<file path="config.mk">
export PLATFORM = sky130hd
export DESIGN_NAME = icache_direct_mapped
export DESIGN_NICKNAME = d
export VERILOG_FILES = /design/src/rtl/icache_direct_mapped.sv
export SDC_FILE = /design/constraint.sdc
export NUM_CORES = 1
export LEC_CHECK = 0
export ABC_AREA = 0
export CORE_MARGIN = 1.5
export CORE_UTILIZATION = 54
export DETAILED_ROUTE_END_ITERATION = 8
export GPL_TIMING_DRIVEN = 0
export HOLD_SLACK_MARGIN = 0.12
export PLACE_DENSITY = 0.75
export SYNTH_ARGS = -nofsm -noshare
export SYNTH_HDL_FRONTEND = slang
export SYNTH_SLANG_ARGS = --single-unit
</file>
<file path="constraint.sdc">
create_clock -name CLK -period 16 [get_ports CLK]
set_input_delay 4 -clock CLK [delete_from_list [all_inputs] [get_ports CLK]]
set_output_delay 4 -clock CLK [all_outputs]
set_load 0.005 [all_outputs]
</file>
<file path="src/rtl/icache_direct_mapped.sv">
// Direct-mapped read-only instruction cache: zero-cycle hits, single-line refill
// over a READ/BUSYWAIT memory handshake, and whole-cache invalidate on FLUSH.
module icache_direct_mapped #(
  parameter int INDEX_BITS = 3
) (
  input  logic          CLK,
  input  logic          RESET,
  input  logic          READ,
  input  logic [31:0]   PC,
  input  logic          FLUSH,
  output logic [31:0]   INSTRUCTION,
  output logic          BUSYWAIT,
  output logic          MEM_READ,
  output logic [27:0]   MEM_ADDRESS,
  input  logic [127:0]  MEM_READDATA,
  input  logic          MEM_BUSYWAIT
);

  localparam int TAG_W = 28 - INDEX_BITS;
  localparam int LINES = 1 << INDEX_BITS;

  typedef enum logic [1:0] {
    IDLE   = 2'd0,
    FETCH  = 2'd1,
    UPDATE = 2'd2
  } state_e;

  state_e               state_q, state_d;
  logic [LINES-1:0]     valid_q, valid_d;
  logic [TAG_W-1:0]     tag_q  [LINES];
  logic [TAG_W-1:0]     tag_d  [LINES];
  logic [127:0]         data_q [LINES];
  logic [127:0]         data_d [LINES];
  logic [27:0]          line_addr_q, line_addr_d;
  logic [127:0]         fill_q, fill_d;
  logic                 issued_q, issued_d;
  logic                 flush_pend_q, flush_pend_d;

  logic [INDEX_BITS-1:0] pc_index_s;
  logic [INDEX_BITS-1:0] fill_index_s;
  logic [TAG_W-1:0]      pc_tag_s;
  logic [TAG_W-1:0]      fill_tag_s;
  logic [1:0]            pc_word_s;
  logic [127:0]          pc_line_s;
  logic                  hit_s;

  assign pc_index_s   = PC[3+INDEX_BITS:4];
  assign pc_tag_s     = PC[31:4+INDEX_BITS];
  assign pc_word_s    = PC[3:2];
  assign fill_index_s = line_addr_q[INDEX_BITS-1:0];
  assign fill_tag_s   = line_addr_q[27:INDEX_BITS];

  assign hit_s       = valid_q[pc_index_s] && (tag_q[pc_index_s] == pc_tag_s);
  assign pc_line_s   = data_q[pc_index_s];
  assign INSTRUCTION = pc_line_s[{pc_word_s, 5'b00000} +: 32];
  assign MEM_ADDRESS = line_addr_q;

  // Next-state, array-update and handshake decode for the refill FSM
  always_comb begin
    state_d      = state_q;
    valid_d      = valid_q;
    tag_d        = tag_q;
    data_d       = data_q;
    line_addr_d  = line_addr_q;
    fill_d       = fill_q;
    issued_d     = issued_q;
    flush_pend_d = flush_pend_q;
    BUSYWAIT     = 1'b0;
    MEM_READ     = 1'b0;

    case (state_q)
      IDLE: begin
        issued_d = 1'b0;
        if (READ && !hit_s) begin
          BUSYWAIT    = 1'b1;
          line_addr_d = PC[31:4];
          state_d     = FETCH;
        end else begin
          BUSYWAIT = 1'b0;
          state_d  = IDLE;
        end
        // A deferred flush behaves like a FLUSH pulse in the first idle cycle
        if (FLUSH || flush_pend_q) begin
          valid_d      = {LINES{1'b0}};
          flush_pend_d = 1'b0;
        end else begin
          valid_d      = valid_q;
        end
      end

      FETCH: begin
        MEM_READ = 1'b1;
        BUSYWAIT = 1'b1;
        issued_d = 1'b1;
        if (issued_q && !MEM_BUSYWAIT) begin
          fill_d  = MEM_READDATA;
          state_d = UPDATE;
        end else begin
          state_d = FETCH;
        end
        if (FLUSH) begin
          flush_pend_d = 1'b1;
        end else begin
          flush_pend_d = flush_pend_q;
        end
      end

      UPDATE: begin
        BUSYWAIT               = 1'b1;
        data_d[fill_index_s]   = fill_q;
        tag_d[fill_index_s]    = fill_tag_s;
        valid_d[fill_index_s]  = 1'b1;
        state_d                = IDLE;
        if (FLUSH) begin
          flush_pend_d = 1'b1;
        end else begin
          flush_pend_d = flush_pend_q;
        end
      end

      default: begin
        state_d = IDLE;
      end
    endcase
  end

  // Control state and valid bits, cleared by synchronous reset
  always_ff @(posedge CLK) begin
    if (RESET) begin
      state_q      <= IDLE;
      valid_q      <= {LINES{1'b0}};
      line_addr_q  <= 28'd0;
      issued_q     <= 1'b0;
      flush_pend_q <= 1'b0;
    end else begin
      state_q      <= state_d;
      valid_q      <= valid_d;
      line_addr_q  <= line_addr_d;
      issued_q     <= issued_d;
      flush_pend_q <= flush_pend_d;
    end
  end

  // Tag/data storage is not reset; held during reset so an aborted refill never lands
  always_ff @(posedge CLK) begin
    if (!RESET) begin
      tag_q  <= tag_d;
      data_q <= data_d;
      fill_q <= fill_d;
    end else begin
      tag_q  <= tag_q;
      data_q <= data_q;
      fill_q <= fill_q;
    end
  end

endmodule

</file>
==> metrics <==
final hold vios 0; Initial Util 0.547; initial antenna violation count 4; cell depth of the worst setup path 10; I/O Pins 227; die area roughly 100,000 um^2; actual slew at the worst max-slew pin 1370 ps; fraction of layout cells with a size suffix above 1 0.267; setup bufs post-CTS 0; worst slew margin relative to its limit 0.0875; GRT Util Overall 0.254; Critical Path End Type output pin; unrepaired setup endpoints after global routing no; vias in the first global route 25,800; sw frac 0.204; H-tree depth 4; ys flop type edfxtp_1; FF+latch count, synth 1,392; Ys Warns 0; Pwr Density between 100 and 150 nW/um^2; Max Clock Skew 22.0 ps; Flop pwr share 0.540; vias post-DR about 25,000; status complete, no violations; critical path's top delay family buffers and inverters; Routed Wire Length 123 mm; RR Startpoint state_q[0]; setup TNS 0 ps; Critical Path Start Type input pin; Synth Area per Inst 24.2 um^2; Max stage delay cell, worst path buf_1; Crit path top cell by count mux4_2; post-DR wirelength/cell 30.9 um; Pint 5.88 mW; asr flop ratio synth 0; Peak VDD IR 0.0891 mV; Final WS setup 3740 ps; R2R Setup Slk ~13,000 ps; FILL cells 5,906; Hold Path Class reg2reg; row count about 110; WP buf/inv 7; Worst Hold Slack 483 ps; final critical path time including I/O delays and setup 12,260 ps; Setup CP Type in2out; pin count of the biggest net entering global routing 26; worst hold start valid_q[0]; Mapped Nets 2,319; via-per-instance ratio 6.24; post-CTS resize count 0; GRT overflow 0; fin util 0.647; clk root buf clkbuf_16; Worst R2R End data_q[983]; I/O Buffers 219; post-synthesis sequential area ratio 0.794; Clock Sink Count 1,392; CTS Hold Bufs 0; Detail Route Antenna Nets 0; # nets final ~2,800; mapped cell area 52,100 um^2; CP Cell Sequence buf_6 -> buf_12 -> buf_2 -> buf_4 -> clkbuf_1 -> buf_1 -> mux4_2 -> mux4_2 -> mux2_2 -> clkdlybuf4s50_1; number of flops mapped to enable cells by yosys around 1,400; Clk pwr share 0.411; largest incremental delay on the critical path approximately 730 ps; core area 95,300 um^2; DRC viols 0; die outline height 314 um; pre-CTS WS 3810 ps; Pleak 19.5 nW; hold endpoint valid_q[0]; CTS clk-pin slew, worst paths 60 ps; CTS tree built; DR pass1 iterations 7; final cycle utilization of the critical path 0.766; worst hold path depth 2; CP max FO 10; clock tree buffer depth 3; library cells used by synthesis 38; Post-Synthesis Cells 2,150; area growth from synthesis to layout 18.2%; Initial DRC Count 3,519; worst r2r path cells 10; first-pass GRT wire length 178 mm; Req. time, crit path 12,000 ps; # setup viols final 0; gpl congestion 0.809; CP arrival 8260 ps; Switching Power ~1.5 mW; Num CTS Buffers between 100 and 150; DIE WIDTH 314 um; combinational share of power 0.049; DP Wirelength between 70 and 80 mm; clock latency on the worst-skew pair 730 ps; fin. max-slew vios 0; Max-Cap Viols 0; Fmax achieved 81.6 MHz
==> registers in the layout, summed over array words and instances (netlist names) <==
signal and flops:
data_q 1024, tag_q 200, fill_q 128, MEM_ADDRESS 28, valid_q 8, state_q 2, flush_pend_q 1, issued_q 1
==> stage by stage <==
stage | total power, mW | std cells | area, um^2
after floorplan | 4.25 | 2150 | 52100
after global placement | 4.41 | 3634 | 55900
after detailed placement | 4.42 | 3727 | 57400
final | 7.38 | 3971 | 61600
after global routing | 7.57 | 3970 | 61600
after CTS | 7.42 | 3970 | 61600
==> cells in the final DEF, fill, tap and decap left out, types with 10 or more instances in the layout <==
master / netlist / layout
clkinv_2: 0 / 16
buf_12: 3 / 38
clkinv_1: 0 / 22
xnor2_1: 11 / 11
xor2_1: 14 / 14
edfxtp_1: 1352 / 1352
clkdlybuf4s50_1: 0 / 219
nor2_1: 21 / 15
mux4_2: 353 / 353
buf_8: 0 / 14
mux2_2: 44 / 44
buf_2: 27 / 27
buf_6: 5 / 40
nand2b_1: 10 / 10
mux2i_1: 59 / 59
clkbuf_1: 44 / 84
nand2_1: 76 / 76
dfxtp_1: 40 / 40
buf_1: 19 / 19
a21oi_1: 10 / 10
clkbuf_16: 0 / 142
==> synthesized netlist by cell type, types with 5 or more instances <==
master	number	area (um^2)
dfxtp_1	40	801
nand2_1	76	285
buf_1	19	71.3
buf_2	27	135
nor2b_1	7	43.8
mux2_2	44	495
nand2b_1	10	62.6
xor2_1	14	123
a221oi_1	7	61.3
a21oi_1	10	50.1
inv_1	5	18.8
edfxtp_1	1352	40600
mux2i_1	59	591
mux4_2	353	7950
xnor2_1	11	96.3
clkbuf_1	44	165
buf_6	5	56.3
nor2_1	21	78.8
==> cell families after synthesis <==
kind of cell    Yosys count  synth area share
simple gates            127            0.0108
mux                     459             0.175
flops                  1392             0.794
compound gates           35           0.00454
buf+inv                 108            0.0104
fa+ha+maj                 4          0.000960
xor+xnor                 25           0.00420
==> final cells by class <==
type,instances,area [um^2],area share
clock inverter,58,447,0.00725
multi-input combinational,650,10300,0.166
tap,1265,1580,0.0257
sequential,1392,41400,0.672
timing repair buffer,312,3660,0.0595
inverter,6,22.5,0.000365
buffer,102,518,0.00840
antenna,1,2.50,0.0000406
clock buffer,185,3740,0.0608
==> worst max-delay path by stage <==
| stage | endpoint | startpoint |
|---|---|---|
| 5_1_grt | INSTRUCTION[1] | PC[5] |
| 4_1_cts | INSTRUCTION[19] | PC[5] |
| 6_report | INSTRUCTION[19] | PC[5] |
| 3_5_place_dp | INSTRUCTION[19] | PC[5] |
| 3_3_place_gp | data_q[965] | RESET |
| 2_1_floorplan | data_q[384] | RESET |
==> per-layer routing <==
| layer | vias to the layer above | part of all wire | track usage |
|---|---|---|---|
| li1 | 10000 | - | - |
| met1 | 13200 | 0.37 | 0.346 |
| met2 | 1378 | 0.51 | 0.418 |
| met3 | 206 | 0.093 | 0.0513 |
| met4 | 4 | 0.029 | 0.0839 |
| met5 | - | 0.00020 | 0 |
==> power by group through the flow <==
stage / registers [mW] / clock network (mW) / logic, mW
finish: 3.99 / 3.03 / 0.359
global route: 3.99 / 3.21 / 0.375
global placement: 4.06 / 0 / 0.351
CTS: 3.99 / 3.07 / 0.363
detailed placement: 4.06 / 0 / 0.357
floorplan: 4.06 / 0 / 0.189
==> worst min-delay path, delay by kind of cell, from the launching register on <==
family | cells | cell delay [ps]
flip-flops | 1 | 330
AND/OR/NAND/NOR | 1 | 70
AO/OA/AOI/OAI | 1 | 50
Note: power is estimated with default switching activity, not from simulation.
